**src/rtl/pir_motion_detector_pkg.sv**
```systemverilog
// Shared definitions for the PIR motion front-end: FSM state codes and the
// event-counter width/limit used by pir_motion_detector.
package pir_motion_detector_pkg;

   typedef enum logic [2:0] {
      ST_WARMUP  = 3'd0,
      ST_IDLE    = 3'd1,
      ST_CONFIRM = 3'd2,
      ST_ACTIVE  = 3'd3,
      ST_HOLD    = 3'd4
   } pir_state_e;

   localparam int                      EVENT_CNT_W   = 8;
   localparam logic [EVENT_CNT_W-1:0] EVENT_CNT_MAX = 8'd255;

   // Saturating increment for the detection counter.
   function automatic logic [EVENT_CNT_W-1:0] event_sat_inc(
      input logic [EVENT_CNT_W-1:0] v
   );
      return (v == EVENT_CNT_MAX) ? v : v + 1'b1;
   endfunction

endpackage

```
**src/rtl/pir_motion_detector_sync_2ff.sv**
```systemverilog
// sync_2ff: two-flop synchronizer for an asynchronous level input.
// Synchronous active-high reset clears both stages to 0.
module sync_2ff (
   input  logic clk,
   input  logic reset,
   input  logic d,
   output logic q
);

   logic s1_q, s1_d;
   logic s2_q, s2_d;

   always_comb begin
      s1_d = d;
      s2_d = s1_q;
   end

   always_ff @(posedge clk) begin
      if (reset) begin
         s1_q <= 1'b0;
         s2_q <= 1'b0;
      end else begin
         s1_q <= s1_d;
         s2_q <= s2_d;
      end
   end

   assign q = s2_q;

endmodule

```
**src/rtl/pir_motion_detector.sv**
```systemverilog
// PIR sensor conditioning: synchronize, mask warm-up, debounce, retriggerable hold.
// Define PIR_EVENT_COUNTER_EN to build the saturating event_count register.
module pir_motion_detector
   import pir_motion_detector_pkg::*;
#(
   parameter int unsigned WARMUP_CYCLES   = 50_000_000,
   parameter int unsigned DEBOUNCE_CYCLES = 50_000,
   parameter int unsigned HOLD_CYCLES     = 100_000_000,
   parameter int unsigned CNT_W           = 32
) (
   input  logic                   clk,
   input  logic                   reset,
   input  logic                   pir_in,
   output logic                   ready,
   output logic                   motion_detected,
   output logic                   motion_event,
   output logic [EVENT_CNT_W-1:0] event_count
);

   localparam logic [CNT_W-1:0] WARMUP_LAST   = CNT_W'(WARMUP_CYCLES - 1);
   localparam logic [CNT_W-1:0] DEBOUNCE_LAST = CNT_W'(DEBOUNCE_CYCLES - 1);
   localparam logic [CNT_W-1:0] HOLD_LAST     = CNT_W'(HOLD_CYCLES - 1);

   logic pir_sync;

   sync_2ff u_sync (
      .clk   (clk),
      .reset (reset),
      .d     (pir_in),
      .q     (pir_sync)
   );

   pir_state_e       state_q, state_d;
   logic [CNT_W-1:0] cnt_q, cnt_d;
   logic             ready_q, ready_d;
   logic             md_q, md_d;
   logic             ev_q, ev_d;

   // One counter serves warm-up, debounce and hold; any state change clears it.
   always_comb begin
      state_d = state_q;
      cnt_d   = cnt_q + 1'b1;
      ready_d = ready_q;
      md_d    = md_q;
      ev_d    = 1'b0;
      case (state_q)
         ST_WARMUP: begin
            if (cnt_q == WARMUP_LAST) begin
               state_d = ST_IDLE;
               cnt_d   = '0;
               ready_d = 1'b1;
            end
         end
         ST_IDLE: begin
            cnt_d = '0;
            if (pir_sync) state_d = ST_CONFIRM;
         end
         ST_CONFIRM: begin
            if (!pir_sync) begin
               state_d = ST_IDLE;
               cnt_d   = '0;
            end else if (cnt_q == DEBOUNCE_LAST) begin
               state_d = ST_ACTIVE;
               cnt_d   = '0;
               md_d    = 1'b1;
               ev_d    = 1'b1;
            end
         end
         ST_ACTIVE: begin
            cnt_d = '0;
            if (!pir_sync) state_d = ST_HOLD;
         end
         ST_HOLD: begin
            // Retrigger wins over expiry in the same cycle.
            if (pir_sync) begin
               state_d = ST_ACTIVE;
               cnt_d   = '0;
            end else if (cnt_q == HOLD_LAST) begin
               state_d = ST_IDLE;
               cnt_d   = '0;
               md_d    = 1'b0;
            end
         end
         default: begin
            state_d = ST_WARMUP;
            cnt_d   = '0;
            ready_d = 1'b0;
            md_d    = 1'b0;
         end
      endcase
   end

   always_ff @(posedge clk) begin
      if (reset) begin
         state_q <= ST_WARMUP;
         cnt_q   <= '0;
         ready_q <= 1'b0;
         md_q    <= 1'b0;
         ev_q    <= 1'b0;
      end else begin
         state_q <= state_d;
         cnt_q   <= cnt_d;
         ready_q <= ready_d;
         md_q    <= md_d;
         ev_q    <= ev_d;
      end
   end

   assign ready           = ready_q;
   assign motion_detected = md_q;
   assign motion_event    = ev_q;

`ifdef PIR_EVENT_COUNTER_EN
   logic [EVENT_CNT_W-1:0] ecnt_q, ecnt_d;

   always_comb begin
      ecnt_d = ecnt_q;
      if (ev_q) ecnt_d = event_sat_inc(ecnt_q);
   end

   always_ff @(posedge clk) begin
      if (reset) ecnt_q <= '0;
      else       ecnt_q <= ecnt_d;
   end

   assign event_count = ecnt_q;
`else
   assign event_count = '0;
`endif

endmodule

```
**config.mk**
```make
export PLATFORM = sky130hd
export DESIGN_NAME = pir_motion_detector
export DESIGN_NICKNAME = d
export VERILOG_FILES = /design/src/rtl/pir_motion_detector_pkg.sv /design/src/rtl/pir_motion_detector_sync_2ff.sv /design/src/rtl/pir_motion_detector.sv
export SDC_FILE = /design/constraint.sdc
export NUM_CORES = 1
export LEC_CHECK = 0
export ABC_AREA = 1
export CAP_MARGIN = 5
export CORE_MARGIN = 2
export CORE_UTILIZATION = 40
export CTS_CLUSTER_DIAMETER = 50
export CTS_CLUSTER_SIZE = 12
export DETAILED_ROUTE_END_ITERATION = 7
export RECOVER_POWER = 100
export REMOVE_ABC_BUFFERS = 1
export SYNTH_ARGS = -nofsm -noshare
export SYNTH_HDL_FRONTEND = slang
export SYNTH_SLANG_ARGS = --single-unit
```
**constraint.sdc**
```tcl
create_clock -name clk -period 3.7 [get_ports clk]
set_input_delay 0.37 -clock clk [delete_from_list [all_inputs] [get_ports clk]]
set_output_delay 0.37 -clock clk [all_outputs]
set_load 0.05 [all_outputs]
```
; After elaboration in Yosys (flattened, before gate mapping)
; Cells that the tools add are included.
[totals]
regBits = 40
latchBits = 0
mem_bits_rw = 0
mem_bits_ro = 0
inputBits = 3
out_inout_bits = 11
elab_cells = 57
n_memories = 0
[classes]
n_addsub = 1
n_mul = 0
div_mod_pow = 0
order_cmp = 0
eq_ne = 16
n_shift = 0
mux = 22
bitwise_logic = 4
reduce_logical = 7
[ops]
columns = cell, count
row1 = $mux 32, 5
row2 = $pmux 32 s3, 1
row3 = $add 32x1->32 const B, 1
row4 = $eq 32x16->1 const B, 1
row5 = $eq 32x26->1 const B, 1
row6 = $eq 32x27->1 const B, 1
row7 = $mux 3, 7
row8 = $pmux 3 s5, 1
row9 = $ne 2x2->1 const B, 5
row10 = $reduce_and 5->1, 2
row11 = $eq 3x2->1 const B, 2
row12 = $mux 1, 6
row13 = $reduce_or 3->1, 2
row14 = $ne 2x1->1 const B, 2
row15 = $not 1->1, 4
row16 = $reduce_or 4->1, 1
row17 = $eq 3x1->1 const B, 1
row18 = $eq 3x3->1 const B, 1
row19 = $logic_not 3->1, 1
row20 = $ne 3x2->1 const B, 1
row21 = $ne 3x3->1 const B, 1
row22 = $pmux 1 s3, 1
row23 = $pmux 1 s2, 1
row24 = $reduce_and 2->1, 1

; Depth between registers and ports, before layout
; Gate-level depths: netlist (run 1).
[depth]
word_depth = 4
ltp_mapped = 13
ltp_nobuf = 12

; By module
; A second synthesis (run 1) with hierarchy kept.
[unflattened]
cells_unflattened = 357
hier_area_um2 = 2418.6
[by_module_without_submodules]
columns = mod, n_inst, cells_each, area_per_inst_um2, seq_area_each_um2
row1 = pir_motion_detector, 1, 351, 2363.5, 760.7
row2 = sync_2ff, 1, 6, 55.1, 40.0

; Worst setup path after synthesis (run 1)
; OpenSTA, ideal clock, no wires.
[synth_path]
path_type = register to register
from = register cnt_q[0]
to = register cnt_q[19]
setup_time_ns = 0.116
t_arrival_ns = 1.510
required_time_ns = 3.584
setup_slack_ns = 2.073
path_stages_with_launch = 14
path_buffers = 1
period_less_slack_ns = 1.627
cell_sequence = dfxtp_1 -> ha_1 -> nand2_2 -> nor2_4 -> nand2_4 -> nor2_1 -> nand2_1 -> nand3_1 -> nand2_1 -> inv_2 -> nand2_4 -> nand2_4 -> buf_6 -> nor2_2
[synth_via]
elab_chain_len = 4
word_cells_on_any_way = 10
classes_between = 1 x add/sub / 3 x eq/ne / 6 x mux
[synth_rtl]
columns = item, line_no
row1 = start: declaration, pir_motion_detector.sv:34  ; logic [CNT_W-1:0] cnt_q, cnt_d;
row2 = start signal: assignment, pir_motion_detector.sv:102  ; cnt_q <= cnt_d;
row3 = $add 32x1->32 (tied with other cells), pir_motion_detector.sv:42  ; cnt_d = cnt_q + 1'b1;
row4 = $mux 32 (on tied branches), "pir_motion_detector.sv:78, pir_motion_detector.sv:62"
row5 = $mux 32 (on tied branches), "pir_motion_detector.sv:75, pir_motion_detector.sv:59"
row6 = $pmux 32 s3 (*), pir_motion_detector.sv:46  ; case (state_q)
; Mark *: on every way between the ends. The rest lies on a longest branch, timed or not.
; A chain may end at the register's enable or synchronous reset.

; Worst setup path in the final report (run 1)
[layout_path]
from = register cnt_q[0]
to = register cnt_q[26]
; Same word-level chain as after synthesis.

==> results of run 1 <==
-- worst min-delay path, delay by kind of cell (launching register included) --
family	cells	cell delay [ns]
buffers and inverters	1	0.04
DFF	1	0.30
and+or+nand+nor	1	0.03
-- where the power goes --
| part | leakage (nW) | switching, mW | internal (mW) |
|---|---|---|---|
| Clock | 0.0510 | 0.149 | 0.149 |
| Sequential | 0.323 | 0.00311 | 0.434 |
| Combinational | 0.679 | 0.0323 | 0.00735 |
-- cell type report --
| cell class | count | area [um2] |
|---|---|---|
| multi-input combinational | 256 | 1260 |
| tap | 75 | 93.8 |
| clock inverter | 2 | 10.0 |
| fill | 639 | 3320 |
| clock buffer | 6 | 82.6 |
| sequential | 40 | 801 |
| inverter | 60 | 225 |
| timing repair buffer | 5 | 50.0 |
-- per-stage QoR --
step	hold WS, ns	utilization [%]
6_report	0.408	43.2
3_3_place_gp	0.402	42.3
3_5_place_dp	0.399	42.3
2_1_floorplan	0.388	-
5_1_grt	0.438	43.2
4_1_cts	0.418	43.9
-- cells in the mapped netlist, drive strengths merged --
library cell / instances
nand2: 93
nor2: 71
inv: 60
dfxtp: 40
xor2: 21
nand3: 14
nand4: 14
buf: 12
nor3: 12
a21oi: 5
o21ai: 5
nand3b: 4
nor4: 4
xnor2: 2
conb: 1
ha: 1
o211ai: 1
or2: 1
-- metal layers --
| layer | wire, um | vias to the layer above | GRT usage, % |
|---|---|---|---|
| li1 | - | 1108 | - |
| met3 | 149 | 2 | 3.63 |
| met5 | 0 | - | 0 |
| met4 | 27 | 0 | 4.58 |
| met1 | 2420 | 898 | 21.5 |
| met2 | 2230 | 38 | 26.1 |
-- worst max path at each step --
| stage | slack [ns] | depth (start not counted) | start | to |
|---|---|---|---|---|
| global route | 0.90 | 12 | cnt_q[0]$_SDFF_PP0_ | cnt_q[29]$_SDFF_PP0_ |
| global placement | 1.78 | 12 | cnt_q[0]$_SDFF_PP0_ | cnt_q[26]$_SDFF_PP0_ |
| floorplan | 2.01 | 12 | cnt_q[0]$_SDFF_PP0_ | cnt_q[24]$_SDFF_PP0_ |
| CTS | 1.70 | 12 | cnt_q[0]$_SDFF_PP0_ | cnt_q[26]$_SDFF_PP0_ |
| detailed placement | 1.71 | 12 | cnt_q[0]$_SDFF_PP0_ | cnt_q[26]$_SDFF_PP0_ |
| finish | 1.27 | 12 | cnt_q[0]$_SDFF_PP0_ | cnt_q[26]$_SDFF_PP0_ |
-- flip-flops by register name, summed over array words and instances, names as in the netlist --
name             flops
cnt_q               32
state_q              3
motion_detected      1
motion_event         1
ready                1
u_sync.q             1
u_sync.s1_q          1
-- cell families (layout without fill, tap and decap cells) --
family	Yosys count	after routing	synth area share, %
AO/OA/AOI/OAI	11	11	2.39
XOR/XNOR	23	23	8.38
adder cells (fa/ha/maj)	1	1	0.520
buffers and inverters	72	73	13.5
flip-flops	40	40	33.3
other	1	8	0.156
AND/OR/NAND/NOR	213	213	41.8
==> summary.md, run 1 <==
| Metric | Value |
|---|---|
| # IOs | 14 |
| Final Max Slew Viols | 0 |
| RSZ-0062 raised after global routing | no |
| Synthesized area | 2400 um2 |
| Critical path peak fanout | 21 |
| Detailed Route WL | about 4.8 mm |
| Inserted Clock Buffers | 5 |
| Crit-path leading delay family | simple AND/OR/NAND/NOR gates |
| Hold depth | 2 |
| Max stage delay on crit path | 0.38 ns |
| Leak | around 1.1 nW |
| Share of cells above drive strength 1 | 7.32% |
| Slowest CP cell | dfxtp_1 |
| Antenna diode instance count | 0 |
| Worst path buffer plus inverter count | 1 |
| Post-synthesis sequential area ratio | 33.3% |
| Initial Util | 41.1% |
| Area post-placement | 2480 um2 |
| Worst Hold End | u_sync.q$_SDFF_PP0_ |
| Hold Buf Count CTS | 0 |
| Worst endpoint required time | 3.87 ns |
| Hold Crit Start | u_sync.s1_q$_SDFF_PP0_ |
| Remaining antenna violation count | 0 |
| Reg2reg setup slack | 1.27 ns |
| RD Place Congestion | 0.875 |
| Layout Cells excl Fill | approximately 440 |
| PD cells | 307 nW/um2 |
| Reg2reg end | cnt_q[26]$_SDFF_PP0_ |
| Root Driver | clkbuf_8 |
| DR pass1 iterations | 4 |
| Initial antenna violation count | 0 |
| Clock Pin Slew Worst Setup and Hold Paths | 0.08 ns |
| Top cells by area, synth | dfxtp_1 (33%), nand2_1 (13%), inv_1 (9.1%) |
| Worst Slack Setup Final | 1.27 ns |
| Largest net degree at the start of global routing | 22 |
| Final setup fails | 0 |
| Critical path's most frequent cell | nand2_1 |
| Vias in the first global route | 1886 |
| Sink Count | 40 |
| Max IR drop VDD | 112 uV |
| Cell Chain, Critical Path | ha_1, nand2_1, nor2_1, nand2_1, nor2_1, nand2_1, nand3_1, nand2_1, clkinv_1, nand2_1, nand2_4, nor2_1 |
| First-pass GRT wire length | 8.30 mm |
| Setup TNS Final | 0 ns |
| Most frequent cells in the layout | nand2_1 (90), nor2_1 (61), inv_1 (58) |
| Max Root-Sink Buffers | 2 |
| Die area | 6650 um2 |
| Yosys warnings | 0 |
| Die span in y | 81.5 um |
| Worst relative slew slack | 66.7% |
| Critical Path AT | 2.61 ns |
| H-tree depth | 2 |
| Fin. Hold Viols | 0 |
| Clk_skew | 0.00450 ns |
| Post-CTS Setup Bufs | 0 |
| Fmax | 411 MHz |
| CTS-repair resized insts | 0 |
| Cells after synthesis | 361 |
| Synth unique cells | 28 |
| Startpoint types | register |
| CTS tree | done |
| Tcrit/Tclk final | between 60% and 70% |
| Hpwl dp | around 3.8 mm |
| Minimum clock period | 2.43 ns |
| Skew-Pair Late Insertion Delay | 0.29 ns |
| R2R cell count | 12 |
| Vias per cell | 4.61 |
| Slew @ Worst Pin | 0.497 ns |
| Synth Register Bits | 40 |
| Critical path capture point type | register |
| P&R area growth vs syn | 5.05% |
| Total Power | 0.775 mW |
| Setup CP Type | reg2reg |
| Total number of vias | 2046 |
| Most common cell after layout, fill and taps aside | nand2_1 |
| Fin nets | 372 |
| Status | completed |
| DRC Markers | 0 |
| Design area | 2530 um2 |
| Place WS | 1.71 ns |
| Worst r2r src | cnt_q[0]$_SDFF_PP0_ |
| Die X | 81.5 um |
| DR WL/cell | 10.9 um |
| Synth top area share | 33.3% |
| Placement row count | 28 |
| Worst Hold Class | reg2reg |
| Post-synth top area cell | dfxtp_1 |
| Core ar. | 5850 um2 |
| Max_cap viols | 0 |
| Dpl cells | 436 |
| Port bufs | 5 |
| Iteration-0 DRC count of the detailed router | 89 |
| Total GRT Usage | 16.2% |
| Grt ovf | 0 |
| Mean post-synth cell area | 6.66 um2 |
Power figures use the tool's default switching activity.
==> inputs of run 2 (changes only) <==
==> constraint.sdc (replaced) <==
create_clock -name clk -period 2.5 [get_ports clk]
set_input_delay 0.25 -clock clk [delete_from_list [all_inputs] [get_ports clk]]
set_output_delay 0.25 -clock clk [all_outputs]
set_load 0.05 [all_outputs]
==> summary.md, run 2 (synthesis results as in run 1) <==
| Metric | Value |
|---|---|
| RD Place Congestion | 0.883 |
| Port bufs | 5 |
| Vias in the first global route | 1958 |
| Worst endpoint required time | 2.67 ns |
| Final setup fails | 0 |
| Minimum clock period | 2.01 ns |
| CTS-repair resized insts | 0 |
| Iteration-0 DRC count of the detailed router | 66 |
| Grt ovf | 0 |
| Initial Util | 41.1% |
| Fin. Hold Viols | 0 |
| Layout Cells excl Fill | 444 |
| Leak | between 1 and 1.5 nW |
| Place WS | around 0.52 ns |
| Critical path peak fanout | 21 |
| Inserted Clock Buffers | 5 |
| H-tree depth | 2 |
| DRC Markers | 0 |
| Skew-Pair Late Insertion Delay | around 0.29 ns |
| Design area | 2550 um2 |
| Share of cells above drive strength 1 | around 8% |
| Critical path capture point type | register |
| First-pass GRT wire length | 8.47 mm |
| Sink Count | 40 |
| Status | completed |
| P&R area growth vs syn | 6.09% |
| Critical Path AT | 2.18 ns |
| Largest register FFs | 32 |
| Total Power | 1.14 mW |
| Fill count | between 600 and 700 |
| Worst Hold Class | reg2reg |
| Total GRT Usage | between 10% and 20% |
| Fmax | roughly 500 MHz |
| Total number of vias | 2070 |
| Die span in y | around 80 um |
| Hpwl dp | about 3.8 mm |
| Util after Layout | 43.6% |
| Area post-placement | 2480 um2 |
| Die area | about 6600 um2 |
| Final hold slack | 0.408 ns |
| Most common cell after layout, fill and taps aside | nand2_1 |
| Max_cap viols | 0 |
| Placement row count | 28 |
| Reg with most FFs | cnt_q |
| Max Root-Sink Buffers | 2 |
| Largest registers | cnt_q: 32 flops, state_q: 3 flops |
| Max IR drop VDD | 215 uV |
| Hold Buf Count CTS | 0 |
| Post-CTS Setup Bufs | 0 |
| Largest net degree at the start of global routing | 22 |
| Detailed Route WL | a little under 5 mm |
| Setup CP Type | reg2reg |
| Slew @ Worst Pin | ~0.5 ns |
| Fin nets | 372 |
| DR WL/cell | 11.0 um |
| Clock Pin Slew Worst Setup and Hold Paths | 0.08 ns |
| Initial antenna violation count | 0 |
| Core ar. | 5850 um2 |
| Startpoint types | register |
| RSZ-0062 raised after global routing | no |
| Root Driver | clkbuf_8 |
| PD cells | 448 nW/um2 |
| Die X | 81.5 um |
| Worst Slack Setup Final | 0.491 ns |
| Setup TNS Final | 0 ns |
| Worst relative slew slack | 66.6% |
| Most frequent cells in the layout | nand2_1 (88), inv_1 (59), nor2_1 (58) |
| Dpl cells | 436 |
| CTS tree | done |
| Vias per cell | 4.66 |
| DR pass1 iterations | 4 |
| Clk_skew | 0.00645 ns |
| Tcrit/Tclk final | 80.4% |
| Final Max Slew Viols | 0 |
| Antenna diode instance count | 0 |
| # IOs | 14 |
| Remaining antenna violation count | 0 |
## run 2: area by class of cell
cell class	instances	area, um2	share of cell area (%)
clock buffers	8	90.1	3.53
inverters	60	225	8.83
multi-input cells	256	1290	50.6
flip-flops and latches	40	801	31.4
well taps	75	93.8	3.68
repair buffers	5	50.0	1.96
## run 2: final timing paths
path,start,end,slack [ns],cells past startpoint
worst max-delay path,cnt_q[0]$_SDFF_PP0_,cnt_q[29]$_SDFF_PP0_,0.49,12
worst min-delay path,u_sync.s1_q$_SDFF_PP0_,u_sync.q$_SDFF_PP0_,0.41,2
worst max register to register,cnt_q[0]$_SDFF_PP0_,cnt_q[29]$_SDFF_PP0_,0.49,12
worst min register to register,u_sync.s1_q$_SDFF_PP0_,u_sync.q$_SDFF_PP0_,0.41,2
## run 2: report_power, final
group	switching (mW)	total [mW]	internal (mW)
combinational	0.0488	0.0601	0.0113
clock	0.210	0.435	0.225
sequential	0.00465	0.648	0.643
## run 2: critical path, cell delays in order, from the launching register on
cell and delay (ns):
dfxtp_1 0.39, ha_1 0.18, nand2_1 0.10, nor2_4 0.18
nand2_4 0.10, nor2_1 0.13, nand2_1 0.09, nand3_1 0.09
nand2_1 0.05, inv_1 0.10, nand2_4 0.11, nand2_4 0.26
nor2_1 0.09
## run 2: layer usage
metal  up-vias  share of wire [%]  track usage, %
li1       1101                  -               -
met1       935                 50            21.4
met2        27                 46            27.1
met3         7                3.0            2.97
met4         0                1.2            4.75
met5         -                  0               0
